===== src/rtl/pbit_rng_pkg.sv =====
// Shared types and constants for the p-bit RNG stream checker.
package pbit_rng_pkg;

    // Checker synchronisation states.
    typedef enum logic [1:0] {
        HUNT   = 2'd0,
        VERIFY = 2'd1,
        LOCKED = 2'd2
    } state_e;

    // Feedback taps of the 8-bit LFSR: bits 7,5,4,3.
    localparam logic [7:0] LFSR8_TAP_MASK = 8'hB8;

    // Zero insertion: 0x02 -> 0x00 -> 0x04 splices the all-zero state into the cycle.
    localparam logic [7:0] ZI_PRED = 8'h02;
    localparam logic [7:0] ZI_SUCC = 8'h04;

    // Full sequence length including the inserted zero.
    localparam int unsigned RNG_PERIOD = 256;

endpackage


===== src/rtl/pbit_rng_next.sv =====
// Combinational successor function of the RNG sequence, including zero insertion.
module pbit_rng_next
    import pbit_rng_pkg::*;
(
    input  logic [7:0] i_x,
    output logic [7:0] o_next
);

    // Successor: zero-insertion special cases first, otherwise shift in the tap parity.
    always_comb begin
        o_next = {i_x[6:0], ^(i_x & LFSR8_TAP_MASK)};
        if (i_x == ZI_PRED) begin
            o_next = 8'h00;
        end else if (i_x == 8'h00) begin
            o_next = ZI_SUCC;
        end
    end

endmodule


===== config.mk =====
export PLATFORM = sky130hd
export DESIGN_NAME = pbit_rng_next
export DESIGN_NICKNAME = d
export VERILOG_FILES = /design/src/rtl/pbit_rng_pkg.sv /design/src/rtl/pbit_rng_next.sv
export SDC_FILE = /design/constraint.sdc
export NUM_CORES = 1
export LEC_CHECK = 0
export CAP_MARGIN = 20
export CORE_AREA = 3 3 40 42
export DETAILED_ROUTE_END_ITERATION = 12
export DIE_AREA = 0 0 43 45
export SLEW_MARGIN = 20
export SYNTH_ARGS = -nofsm -noshare
export SYNTH_HDL_FRONTEND = slang
export SYNTH_SLANG_ARGS = --single-unit

===== constraint.sdc =====
create_clock -name vclk -period 1.65
set_clock_uncertainty 0.05 [all_clocks]
set_input_delay 0.33 -clock vclk [all_inputs]
set_output_delay 0.33 -clock vclk [all_outputs]
set_load 0.02 [all_outputs]

Word level (Yosys, flattened, before mapping):

Cells that the tools add are included.
Widths: inputs -> output; s select.

* output and inout port bits: 8
* bits in latches: 0
* memory bits (read-only): 0
* memories kept: 0
* flip-flop bits (word level): 0
* RAM bits: 0
* word-level logic and storage cells: 5

* $lt $le $gt $ge: 0
* shift operators: 0
* bitwise gates (word level): 0
* div/mod/pow operators: 0
* add/subtract/negate cells: 0
* equality and inequality tests: 1
* reductions and logical operators: 2
* muxes and demuxes: 2
* $mul: 0

Operators by type and width (number)
* $mux 8: 2
* $eq 8x2->1 const B: 1
* $logic_not 8->1: 1
* $reduce_xor 8->1: 1

Depth between registers and ports, before layout:

Gate-level depths: netlist (run 1).

* depth in word-level cells: 3
* depth in mapped cells: 5
* mapped depth without buffers: 5

Least setup slack after synthesis (run 1):

Ideal clock, no wire load.

* path type: input port to output port
* start point: input port i_x[4]
* end point: output port o_next[0]
* path buffers: 0
* required time: 1270 ps
* arrival: 1162 ps
* stages: 5
* slack: 108 ps
* cell sequence: inv_1 ha_1 xnor2_1 xnor2_1 and2_1

* word-level cells in the longest chain between the ends: 3
* elaborated cells between the ends (all ways): 5

RTL lines
* from (decl): RTL line pbit_rng_next.sv:5 `input logic [7:0] i_x,`
* $reduce_xor 8->1 / $logic_not 8->1 (equally long branches): RTL line pbit_rng_next.sv:11, pbit_rng_next.sv:14
* $mux 8: RTL line pbit_rng_next.sv:14 `end else if (i_x == 8'h00) begin`
* $mux 8 (*): RTL line pbit_rng_next.sv:12 `if (i_x == ZI_PRED) begin`
* to (decl): RTL line pbit_rng_next.sv:6 `output logic [7:0] o_next`

Mark *: on every way between the ends. The rest lies on a longest branch, timed or not.

Worst setup path after layout (run 1):

* start point: input port i_x[5]
* end point: output port o_next[0]

Same word-level chain as after synthesis.

==> impl_metrics.py, run 1 <==
metrics = {
    "yosys": {
        "synth_nets": 24,
        "synth_area_sq_um": 95.09,
        "yosysSeqAreaShare": 0,
        "synthCells": 15,
        "yosysWarnings": 0,
        "syn_area_per_cell_sq_um": 6.339,
        "synth_cell_types": 8,
    },
    "floorplan": {
        "num_rows": 13,
        "initial_core_util": 0.07400,
        "die_area_sq_mm": 0.001935,
        "die_w_um": 43,
        "die_h_um": 45,
        "core_area_sq_mm": 0.001285,
        "ioPinCount": 16,
    },
    "power": {
        "clock_power_share": 0,
        "p_sw_frac": 0.4473,
        "leakage_nw": 0.1234,
        "switching_power_w": 0.00004208,
        "pwr-share-seq": 0,
        "p_total_w": 0.00009407,
        "internal-power_w": 0.00005199,
        "powerDensity_mw_per_mm2": 335.6,
        "ir_drop_uv": 68.86,
        "p_comb_frac": 1.000,
    },
    "final_layout": {
        "antenna_cells": 0,
        "final_common_cell": "buf_2",
        "final_layout_size_suffix_gt1_frac": 0.5517,
        "multi_input_area_sq_um": 106.4,
        "syn2layout_area_growth_pct": 194.7,
        "nets": 40,
        "clock_buffers": 0,
        "seqCellArea_sq_um": 0,
        "final_util": 0.2181,
        "seq_cell_count": 0,
        "fill_cells": 153,
    },
    "worst_setup_path": {
        "cp-end-kind": "primary output",
        "slowest_delay_ns": 0.20,
        "cp_max_fo": 2,
        "crit_chain": "buf_2, inv_2, ha_4, xnor2_2, xnor2_1, and2_1, buf_6",
        "worstPathArrival_ns": 1.21,
        "critical_path.slowest_cell": "ha_4",
        "worstSetupPathType": "in2out",
        "cp-start-kind": "input port",
        "crit_required_ns": 1.27,
    },
    "grt": {
        "grt_max_degree": 5,
        "grt_overflow_total": 0,
        "first_global_vias": 127,
        "grt_first_pass_wirelength_um": 503,
        "track_usage": 0.03239,
        "antenna_found_initial": 0,
    },
    "routing": {
        "routedWlPerCell_um": 7.523,
        "via_count": 136,
        "avgViaCountPerCell": 3.091,
        "dr.pass1.iters": 1,
        "drt_wl_total_um": 331,
        "drt-initial-drc-count": 0,
        "detail-route-antenna-nets": 0,
        "drc": 0,
    },
    "placement": {
        "port-buffer-count": 16,
        "finalWeightedCongestion": 0.6046,
        "dp.final_hpwl_um": 280.4,
    },
    "sta": {
        "layout_min_cycle_time_ns": 1.590,
        "finalCritPeriodShare": 0.9636,
        "maxSlewViolCount": 0,
        "max_freq_mhz": 629.0,
        "hold_violations": 0,
        "setup_viol": 0,
        "max-slew-margin-rel": 0.8566,
        "worst_slew_pin_slew_ns": 0.2145,
    },
    "cts": {
        "cts_setup_buffers": 0,
        "cts-hold-fix-buffers": 0,
    },
    "outcome": {
        "status": "finished clean",
    },
    "worst_hold_path": {
        "hold_path_class": "in2out",
    },
    "flow_run": {
        "maxCapViolations": 0,
    },
}
[area by class of cell]
class | instances | share of cell area
inverter | 2 | 0.02679
tap | 15 | 0.06696
timing repair buffer | 18 | 0.5268
multi-input combinational | 9 | 0.3795
[cells in the mapped netlist]
library cell	instances	area, sq um
xnor2_1	3	26.28
clkbuf_1	3	11.26
nand3b_1	1	7.510
buf_2	1	5.000
ha_1	1	12.51
nor4_1	1	6.260
and2_1	3	18.77
inv_1	2	7.510
[cell families (layout without fill, tap and decap cells)]
group | Yosys count | after routing | synth area share
buffers and inverters | 6 | 20 | 0.2500
and+or+nand+nor | 5 | 5 | 0.3422
xor gates and xnor gates | 3 | 3 | 0.2764
adders and majority gates | 1 | 1 | 0.1316
[metal layers]
layer,part of all wire,track usage
met1,0.34,0.03589
met2,0.50,0.07186
met3,0.15,0
met4,0,0
met5,0,0
[worst max-delay path, delay by kind of cell]
family | cells | cell delay (ns)
adders and majority gates | 1 | 0.20
buffers and inverters | 3 | 0.28
and+or+nand+nor | 1 | 0.15
xor gates and xnor gates | 2 | 0.25
[power groups by stage]
stage / clock [W] / sequential [W] / combinational, W
3_5_place_dp: 0 / 0 / 0.0000911
3_3_place_gp: 0 / 0 / 0.0000912
2_1_floorplan: 0 / 0 / 0.0000409
6_report: 0 / 0 / 0.0000941
5_1_grt: 0 / 0 / 0.000101
4_1_cts: 0 / 0 / 0.0000899
[final timing paths]
| kind | from | to | slack [ns] | cells after the start |
|---|---|---|---|---|
| max | i_x[5] | o_next[0] | 0.06 | 7 |
| min | i_x[5] | o_next[6] | 0.97 | 3 |
[what timing repair did]
item / CTS / global route
setup endpoints to repair: 8 / 4
pin swaps: 9 / 5
gates resized for setup: 47 / 8
[through the flow]
stage / setup TNS, ns / hold slack, ns / setup WS (ns) / std cells / cell area [sq um]
6_report: 0 / 0.9674 / 0.06006 / 44 / 280.3
5_1_grt: -0.006756 / 1.009 / -0.006756 / 44 / 280.3
4_1_cts: 0 / 0.9717 / 0.002379 / 44 / 262.8
3_5_place_dp: -3.737 / 1.562 / -0.9041 / 44 / 272.8
3_3_place_gp: -3.732 / 1.565 / -0.9013 / 44 / 272.8
2_1_floorplan: 0 / 0.7443 / 0.1082 / 15 / 95.09
Power figures use the tool's default switching activity.
==> run 2, diff against run 1 <==
GPL_TIMING_DRIVEN = 0   (was default)
==> run 2 against run 1 <==
  * Setup slack got worse by 0.029 ns
  * Global-route usage is 0.17 points lower
  * First-iteration DRC count rose by 1
  * Via count is 6.6% higher
  * Highest routed layer unchanged
  * Wire length rose by 13%
  * Core utilization shrank 1.5 points
  * Sequential cell count is the same
  * Non-clock buffer count increased by 2
  * Fmax decreased by 1.8%
==> impl_metrics.py, run 2 (same netlist as run 1, synthesis figures left out) <==
metrics = {
    "floorplan": {
        "die_h_um": 45,
        "die_area_sq_mm": 0.001935,
        "num_rows": 13,
        "core_area_sq_mm": 0.001285,
        "ioPinCount": 16,
        "die_w_um": 43,
        "initial_core_util": 0.07400,
    },
    "routing": {
        "detail-route-antenna-nets": 0,
        "drt_wl_total_um": 375,
        "drt-initial-drc-count": 1,
        "drc": 0,
        "dr.pass1.iters": 3,
        "avgViaCountPerCell": 3.152,
        "routedWlPerCell_um": 8.152,
        "via_count": 145,
    },
    "power": {
        "powerDensity_mw_per_mm2": 347.8,
        "p_total_w": 0.00009096,
        "leakage_nw": 0.1172,
        "ir_drop_uv": 62.06,
    },
    "final_layout": {
        "seqCellArea_sq_um": 0,
        "syn2layout_area_growth_pct": 175.0,
        "final_common_cell": "buf_2",
        "seq_cell_count": 0,
        "fill_cells": 155,
        "clock_buffers": 0,
        "multi_input_area_sq_um": 97.59,
        "antenna_cells": 0,
        "nets": 42,
        "layout_common_cells": "buf_2, and2_1, clkbuf_1, dlygate4sd2_1, clkdlybuf4s50_1",
        "final_layout_size_suffix_gt1_frac": 0.5161,
    },
    "worst_setup_path": {
        "worstSetupPathType": "in2out",
        "cp_max_fo": 2,
        "path_delay_family": "adder cells",
        "worstPathArrival_ns": 1.24,
        "crit_buf_inv": 3,
        "cp-end-kind": "primary output",
        "critical_path.slowest_cell": "ha_4",
        "crit_required_ns": 1.27,
        "crit_chain": "buf_2, inv_2, ha_4, xnor2_2, xnor2_1, and2_1, buf_6",
        "slowest_delay_ns": 0.26,
        "cp-start-kind": "input port",
    },
    "grt": {
        "grt_overflow_total": 0,
        "grt_max_degree": 5,
        "track_usage": 0.03068,
        "antenna_found_initial": 0,
        "grt_first_pass_wirelength_um": 483,
        "first_global_vias": 125,
    },
    "sta": {
        "layout_min_cycle_time_ns": 1.619,
        "hold_violations": 0,
        "worst_slew_pin_slew_ns": 0.2135,
        "max_freq_mhz": 617.7,
        "max-slew-margin-rel": 0.8572,
        "maxSlewViolCount": 0,
        "finalCritPeriodShare": 0.9811,
        "whs_ns": 0.9400,
        "setup_viol": 0,
    },
    "flow_run": {
        "maxCapViolations": 0,
    },
    "placement": {
        "finalWeightedCongestion": 0.6388,
        "port-buffer-count": 16,
    },
    "outcome": {
        "status": "finished clean",
    },
    "worst_hold_path": {
        "hold_path_class": "in2out",
    },
    "cts": {
        "cts-hold-fix-buffers": 0,
    },
}
run 2: cell types whose count changed in the layout (fill, tap and decap cells not counted):
cell and change:
buf_6 -1, clkbuf_2 +1, buf_4 -2, nor4_4 -1, clkbuf_1 +3, nor4_2 +1, clkdlybuf4s15_1 -1, buf_2 +2
run 2: final cells by class:
| cell class | instances | area share |
|---|---|---|
| well taps | 15 | 0.07177 |
| plain buffers | 4 | 0.06220 |
| inverters | 2 | 0.02871 |
| repair buffers | 16 | 0.4641 |
| multi-input cells | 9 | 0.3732 |
run 2: tightest hold or removal path, cell delays in order:
cell	delay, ns
buf_6	0.07
and2_1	0.11
buf_2	0.15
run 2: what timing repair did:
item	CTS	global route
endpoints found under the setup margin	8	2
gates resized for setup	46	5
setup buffers	0	0
pin swaps	8	6
run 2: worst paths after layout:
kind,cells after the start,endpoint,start,slack [ns]
worst max-delay path,7,o_next[0],i_x[5],0.03
worst min-delay path,3,o_next[5],i_x[4],0.94
run 2: metrics by stage:
step                instances    util  area (sq um)  setup TNS [ns]  setup WS (ns)
finish                     46  0.2035         261.5               0        0.03111
global route               46  0.2035         261.5        -0.01822       -0.01822
CTS                        46  0.1957         251.5        -0.01352       -0.01352
detailed placement         46  0.2132         274.0          -4.023        -0.9008
global placement           46  0.2132         274.0          -3.954        -0.8993
floorplan                  15       -         95.09               0         0.1082
run 2: report_power, final:
part	switching [W]	internal (W)	total (W)
logic	0.0000422	0.0000488	0.0000910
clock network	0	0	0
registers	0	0	0
total	0.0000422	0.0000488	0.0000910
run 2: per-layer routing:
layer,up-vias,track usage,wire (um)
met5,-,0,0
met4,0,0,0
met3,0,0.01594,62
met2,10,0.06886,193
met1,60,0.02381,119
li1,75,-,-
